<file path="src/rtl/tatung_sd_pkg.sv">
// Shared definitions for the two-drive SD arbiter.
//   NUM_DRIVES : number of floppy-emulation drives sharing one SD host port
//   LBA_W      : sector address width
//   sd_state_t : arbiter FSM states
package tatung_sd_pkg;

    localparam int NUM_DRIVES = 2;
    localparam int LBA_W      = 32;

    typedef enum logic [2:0] {
        ST_IDLE,
        ST_REQ,
        ST_XFER,
        ST_DONE,
        ST_ERR
    } sd_state_t;

endpackage

</file>
<file path="src/rtl/sd_req_latch.sv">
// Per-drive request latch: captures one outstanding sector request.
//   clk_sys, reset_n : clock and async active-low reset
//   rd, wr           : request pulses from the drive (rd wins if both high)
//   lba              : sector address presented with the pulse
//   clr              : arbiter has finished (done or aborted) this drive
//   pending          : a request is waiting or in service
//   lba_q, is_rd     : latched address and direction
module sd_req_latch
    import tatung_sd_pkg::*;
(
    input  logic             clk_sys,
    input  logic             reset_n,
    input  logic             rd,
    input  logic             wr,
    input  logic [LBA_W-1:0] lba,
    input  logic             clr,
    output logic             pending,
    output logic [LBA_W-1:0] lba_q,
    output logic             is_rd
);

    // A completing drive may be re-requested in the same cycle: the clear
    // frees the slot, so the new pulse is taken rather than dropped.
    logic take;
    assign take = (rd | wr) & (~pending | clr);

    // NOTE: non-blocking assignments for every registered signal so all
    // flops update together from values sampled at the same edge.
    always_ff @(posedge clk_sys or negedge reset_n) begin
        if (!reset_n) begin
            pending <= 1'b0;
            lba_q   <= '0;
            is_rd   <= 1'b0;
        end else if (take) begin
            pending <= 1'b1;
            lba_q   <= lba;
            is_rd   <= rd;
        end else if (clr) begin
            pending <= 1'b0;
        end
    end

endmodule

</file>
<file path="src/rtl/sd_arbiter.sv">
// Round-robin arbiter sharing one SD host port between two drives.
//   clk_sys, reset_n : clock and async active-low reset
//   req_lba/rd/wr    : per-drive sector requests
//   req_buff_din     : per-drive buffer data toward the host
//   req_buff_wr      : per-drive buffer write strobe (granted drive, XFER only)
//   req_done/err     : one-cycle completion / timeout-abort pulses
//   sd_lba/rd/wr     : request to the host SPI block
//   sd_ack           : host busy with the sector transfer
//   sd_buff_wr       : host buffer write strobe
//   sd_buff_din      : buffer data of the granted drive
//   grant            : drive currently or last served
//   busy             : arbiter not idle
module sd_arbiter
    import tatung_sd_pkg::*;
#(
    parameter int TIMEOUT = 16000000,
    parameter int TW      = 24
) (
    input  logic                                 clk_sys,
    input  logic                                 reset_n,
    input  logic [NUM_DRIVES-1:0][LBA_W-1:0]     req_lba,
    input  logic [NUM_DRIVES-1:0]                req_rd,
    input  logic [NUM_DRIVES-1:0]                req_wr,
    input  logic [NUM_DRIVES-1:0][7:0]           req_buff_din,
    output logic [NUM_DRIVES-1:0]                req_buff_wr,
    output logic [NUM_DRIVES-1:0]                req_done,
    output logic [NUM_DRIVES-1:0]                req_err,
    output logic [LBA_W-1:0]                     sd_lba,
    output logic [NUM_DRIVES-1:0]                sd_rd,
    output logic [NUM_DRIVES-1:0]                sd_wr,
    input  logic                                 sd_ack,
    input  logic                                 sd_buff_wr,
    output logic [7:0]                           sd_buff_din,
    output logic                                 grant,
    output logic                                 busy
);

    localparam logic [TW-1:0] CNT_LAST = TW'(TIMEOUT - 1);

    sd_state_t                        state, state_nxt;
    logic                             last_grant;
    logic [TW-1:0]                    cnt;
    logic                             sel;
    logic [NUM_DRIVES-1:0]            sel_mask;
    logic [NUM_DRIVES-1:0]            pending, lat_rd, clr;
    logic [NUM_DRIVES-1:0][LBA_W-1:0] lat_lba;

    for (genvar d = 0; d < NUM_DRIVES; d++) begin : g_drive
        sd_req_latch u_latch (
            .clk_sys (clk_sys),
            .reset_n (reset_n),
            .rd      (req_rd[d]),
            .wr      (req_wr[d]),
            .lba     (req_lba[d]),
            .clr     (clr[d]),
            .pending (pending[d]),
            .lba_q   (lat_lba[d]),
            .is_rd   (lat_rd[d])
        );
    end

    // Winner selection: with both pending, favour the drive not served last.
    // NOTE: every always_comb output gets a default first so no path
    // leaves it unassigned and no latch is inferred.
    always_comb begin
        sel = 1'b0;
        if (pending == '1)
            sel = ~last_grant;
        else if (pending[1])
            sel = 1'b1;
        sel_mask      = '0;
        sel_mask[sel] = 1'b1;
    end

    always_ff @(posedge clk_sys or negedge reset_n) begin
        if (!reset_n)
            state <= ST_IDLE;
        else
            state <= state_nxt;
    end

    // Completion (ack low) takes priority over the timeout in XFER.
    always_comb begin
        state_nxt = state;
        case (state)
            ST_IDLE: if (|pending) state_nxt = ST_REQ;
            ST_REQ: begin
                if (sd_ack)               state_nxt = ST_XFER;
                else if (cnt == CNT_LAST) state_nxt = ST_ERR;
            end
            ST_XFER: begin
                if (!sd_ack)              state_nxt = ST_DONE;
                else if (cnt == CNT_LAST) state_nxt = ST_ERR;
            end
            ST_DONE, ST_ERR: state_nxt = ST_IDLE;
            default: state_nxt = ST_IDLE;
        endcase
    end

    always_ff @(posedge clk_sys or negedge reset_n) begin
        if (!reset_n) begin
            sd_rd      <= '0;
            sd_wr      <= '0;
            sd_lba     <= '0;
            grant      <= 1'b0;
            last_grant <= 1'b1;
            cnt        <= '0;
        end else begin
            case (state)
                ST_IDLE: begin
                    if (state_nxt == ST_REQ) begin
                        grant  <= sel;
                        sd_lba <= lat_lba[sel];
                        sd_rd  <= lat_rd[sel] ? sel_mask : '0;
                        sd_wr  <= lat_rd[sel] ? '0 : sel_mask;
                        cnt    <= '0;
                    end
                end
                ST_REQ, ST_XFER: begin
                    cnt <= cnt + TW'(1);
                    // Leaving REQ (acked or aborted) withdraws the request.
                    if (state_nxt != ST_REQ) begin
                        sd_rd <= '0;
                        sd_wr <= '0;
                    end
                end
                ST_DONE, ST_ERR: last_grant <= grant;
                default: ;
            endcase
        end
    end

    // Strobes and pulses are decoded from state so an ack seen outside
    // XFER can never reach a drive buffer.
    always_comb begin
        req_buff_wr = '0;
        req_done    = '0;
        req_err     = '0;
        if (state == ST_XFER) req_buff_wr[grant] = sd_buff_wr;
        if (state == ST_DONE) req_done[grant]    = 1'b1;
        if (state == ST_ERR)  req_err[grant]     = 1'b1;
    end

    assign clr         = req_done | req_err;
    assign sd_buff_din = req_buff_din[grant];
    assign busy        = (state != ST_IDLE);

endmodule
</file>
<file path="config.mk">
export PLATFORM = sky130hd
export DESIGN_NAME = sd_arbiter
export DESIGN_NICKNAME = d
export VERILOG_FILES = /design/src/rtl/tatung_sd_pkg.sv /design/src/rtl/sd_req_latch.sv /design/src/rtl/sd_arbiter.sv
export SDC_FILE = /design/constraint.sdc
export NUM_CORES = 1
export LEC_CHECK = 0
export ABC_AREA = 1
export BUFFER_PORTS_ARGS = -buffer_cell sky130_fd_sc_hd__buf_2
export CORE_UTILIZATION = 45
export CTS_CLUSTER_SIZE = 8
export DETAILED_ROUTE_END_ITERATION = 10
export PLACE_DENSITY = 0.68
export REMOVE_ABC_BUFFERS = 1
export SLEW_MARGIN = 0
export SYNTH_ARGS = -nofsm -noshare
export SYNTH_HDL_FRONTEND = slang
export SYNTH_HIERARCHICAL = 1
export SYNTH_SLANG_ARGS = --single-unit
</file>
<file path="constraint.sdc">
create_clock -name clk_sys -period 4.9 [get_ports clk_sys]
set_input_delay 0.98 -clock clk_sys [delete_from_list [all_inputs] [get_ports clk_sys]]
set_output_delay 0.98 -clock clk_sys [all_outputs]
set_load 0.1 [all_outputs]
</file>
==> qor.csv <==
stage,metric,value,unit
status,status,finished clean,
clock_tree,H-tree Lvls,4,
clock_tree,CTS Buffer Depth,2,
sta,worst relative slew slack,35.78,%
drt,Avg WL per Cell,14.80,um
sta,Final Max Tran Viols,0,
floorplan,row cnt,43,
logic_synthesis,register bit count reported by yosys,133,
drt,DRT Pass-1 Iters,5,
logic_synthesis,Synth Area in Adders,0.1908,%
cells_and_area,ant diodes,0,
worst_setup_path,CP cell instances,inv_1 > nor3_1 > buf_2,
clock_tree,CTS tree,built,
logic_synthesis,Post-Syn Area per Cell,7.921,um^2
place,GP Congestion,0.8631,
pwr,Leakage,4.209,nW
sta,final hold vios,0,
logic_synthesis,Syn Inst Count,828,
clock_tree,Clock Latency Late Sink,0.42,ns
clock_tree,Post-CTS Hold Fix Bufs,0,
sta,fmax,0.3354,GHz
worst_setup_path,CP max FO,15,
worst_setup_path,crit path max-delay cell type,dfrtp_1,
sta,Worst-Margin Slew,0.9633,ns
logic_synthesis,Syn. warnings,6,
worst_setup_path,Crit. Startpoint,grant,
cells_and_area,"Core Util, Final",55.92,%
worst_setup_path,WS Path Type,flop to primary output,
clock_tree,clock root cell,clkbuf_16,
place,# port buffers,139,
worst_setup_path,Reg2Reg Setup Slack,2.64,ns
sta,final setup violation count,0,
sta,crit share post-route,60.84,%
logic_synthesis,multiplexer area fraction after synthesis,0,%
cells_and_area,"Design Area, Final",7853,um^2
pwr,pwr dens,820.9,nW/um^2
floorplan,Die Ht,122.7,um
cells_and_area,"most common cell after layout, fill and taps aside",nand2_1,
worst_setup_path,crit start category,flop,
drt,drt initial violations,441,
cells_and_area,layout cells sized above 1,22.37,%
logic_synthesis,Yosys top cell by area,dfrtp_1,
global_routing,vias in the first global route,5482,
clock_tree,cts repair resizes,0,
worst_setup_path,Critical Path End,req_buff_wr[1],
clock_tree,clock slew at reported path FFs,0.06,ns
global_routing,largest net degree at the start of global routing,108,
worst_setup_path,worst endpoint data arrival time,2.00,ns
floorplan,die area,15060,um^2
clock_tree,# Post-CTS Setup Buffers,0,
worst_hold_path,worst min-delay path category,flop to flop,
worst_setup_path,Worst Reg-to-Reg Cells,7,
clock_tree,TritonCTS buffer count,17,
logic_synthesis,Post-Synth XOR/XNOR Area,0.1335,%
global_routing,initial antenna violation count,1,
floorplan,Initial Util,46.71,%
worst_setup_path,Worst EP required,3.92,ns
drt,Vias per Instance,5.181,
flow_run,max cap viols,0,
logic_synthesis,largest cells by area after synthesis,"dfrtp_1 (50%), nand2_1 (17%), nand3_1 (9.0%)",
pwr,maximum vdd drop,0.4741,mV
global_routing,grt total ovfl,0,
cells_and_area,most frequent cells in the layout,"nand2_1 (289), buf_2 (138), dfrtp_1 (132)",
place,Placed Area,7268,um^2
logic_synthesis,simple-gate share of the synthesized area,36.68,%
drt,vias,5911,
logic_synthesis,Yosys top cell area share,50.36,%
worst_setup_path,Worst Setup End Kind,primary output,
logic_synthesis,cell area after synthesis,6559,um^2
worst_setup_path,worst reg2reg endpoint,g_drive[1].u_latch/lba_q[26],
logic_synthesis,"Seq/Total Area, Yosys",50.76,%
clock_tree,Sink Count,133,
floorplan,core box area,14040,um^2
drt,DRC Markers,0,
logic_synthesis,largest family of logic cells by synthesized area,simple AND/OR/NAND/NOR gates,
logic_synthesis,post-synthesis compound-gate area fraction,5.456,%
floorplan,die width,122.7,um
worst_setup_path,RR Startpoint,grant,
sta,Layout Skew,0.007615,ns
cells_and_area,area grow syn2layout,19.73,%
global_routing,GRT Total Usage,23.83,%
drt,antenna-violating nets left,0,
drt,final WL,16890,um
sta,post-route setup TNS,0,ns
global_routing,first-pass GRT wire length,27430,um
place,HPWL after detailed placement,10710,um
cells_and_area,fin nets,1037,
sta,RSZ-0062 raised after global routing,false,
floorplan,Ports,140,
logic_synthesis,Cell variety after synth,34,
worst_setup_path,max incr delay on CP,0.61,ns
sta,min Tclk post-route,2.981,ns
[area by class of cell]
class	instances	area, um^2
Multi-Input combinational cell	605	2796
Fill cell	1367	6190
Clock buffer	21	460.4
Inverter	47	177.7
Tap cell	180	225.2
Timing Repair Buffer	144	739.5
Sequential cell	133	3329
Clock inverter	11	123.9
[worst min-delay path by stage]
| stage | startpoint | endpoint | slack [ns] | cells past startpoint |
|---|---|---|---|---|
| 2_1_floorplan | g_drive[0].u_latch/lba_q[0] | g_drive[0].u_latch/lba_q[0] | 0.44 | 2 |
| 3_3_place_gp | g_drive[1].u_latch/lba_q[17] | g_drive[1].u_latch/lba_q[17] | 0.45 | 2 |
| 3_5_place_dp | g_drive[0].u_latch/lba_q[11] | g_drive[0].u_latch/lba_q[11] | 0.46 | 2 |
| 4_1_cts | g_drive[1].u_latch/lba_q[2] | g_drive[1].u_latch/lba_q[2] | 0.47 | 2 |
| 5_1_grt | sd_wr[0] | sd_wr[0] | 0.48 | 2 |
| 6_report | sd_wr[1] | sd_wr[1] | 0.46 | 2 |
[synth_stat cells]
library cell,count
nor4_1,1
inv_2,8
clkinv_1,1
buf_2,12
buf_6,8
dfrtp_1,132
nor3_1,13
nand4_1,7
nand2_2,3
clkinv_2,1
o211ai_1,5
o31ai_1,32
a21oi_1,1
a21oi_4,1
nand2_1,289
buf_1,3
nand3_2,9
nor2_1,98
o21ai_1,1
dfstp_2,1
buf_4,8
or2_2,8
xor2_1,1
clkbuf_1,12
ha_1,1
nor2_4,1
o21ai_0,6
o21bai_1,1
nand2_4,6
nor3_2,1
nand3_1,118
a21oi_2,1
a21o_1,1
inv_1,37
[power by group]
part           internal, mW  switching [mW]  total [mW]  leakage, nW
Sequential             1.59           0.347        1.94         1.68
Clock                 0.777           0.492        1.27        0.280
Combinational         0.663            2.58        3.24         2.25
Total                  3.03            3.42        6.45         4.21
[sequential cells by signal, summed over array words and instances, names as in the netlist]
register	flops
g_drive.u_latch/lba_q	64
sd_lba	32
cnt	24
state	3
g_drive.u_latch/is_rd	2
g_drive.u_latch/pending	2
sd_rd	2
sd_wr	2
grant	1
last_grant	1
[kinds of logic (layout without fill, tap and decap cells)]
family	after synthesis	in the layout
fa+ha+maj	1	1
buf+inv	90	223
xor+xnor	1	1
simple gates	554	554
compound gates	49	49
flops	133	133
[layer usage]
metal | track usage (%) | share of wire (%) | vias to the layer above
met2 | 37.54 | 46 | 193
met4 | 7.774 | 1.2 | 2
li1 | - | - | 2916
met1 | 32.67 | 47 | 2780
met5 | 0 | 0.059 | -
met3 | 5.019 | 6.2 | 20
[worst max-delay path, delay by kind of cell (launching register included)]
| kind | cells | cell delay (ns) |
|---|---|---|
| simple gates | 1 | 0.23 |
| buf+inv | 2 | 0.73 |
| flops | 1 | 0.61 |
[stage by stage]
stage | setup slack [ns] | power, mW | std cells | hold WS, ns
after detailed placement | 2.222 | 5.202 | 1109 | 0.4586
after floorplan | 0.2767 | 4.434 | 785 | 0.4426
final | 1.919 | 6.446 | 1141 | 0.4640
after global placement | 2.236 | 5.147 | 1109 | 0.4537
after CTS | 1.891 | 6.473 | 1141 | 0.4735
after global routing | 1.739 | 6.858 | 1141 | 0.4827
No activity file was read; power rests on OpenSTA's default activity.
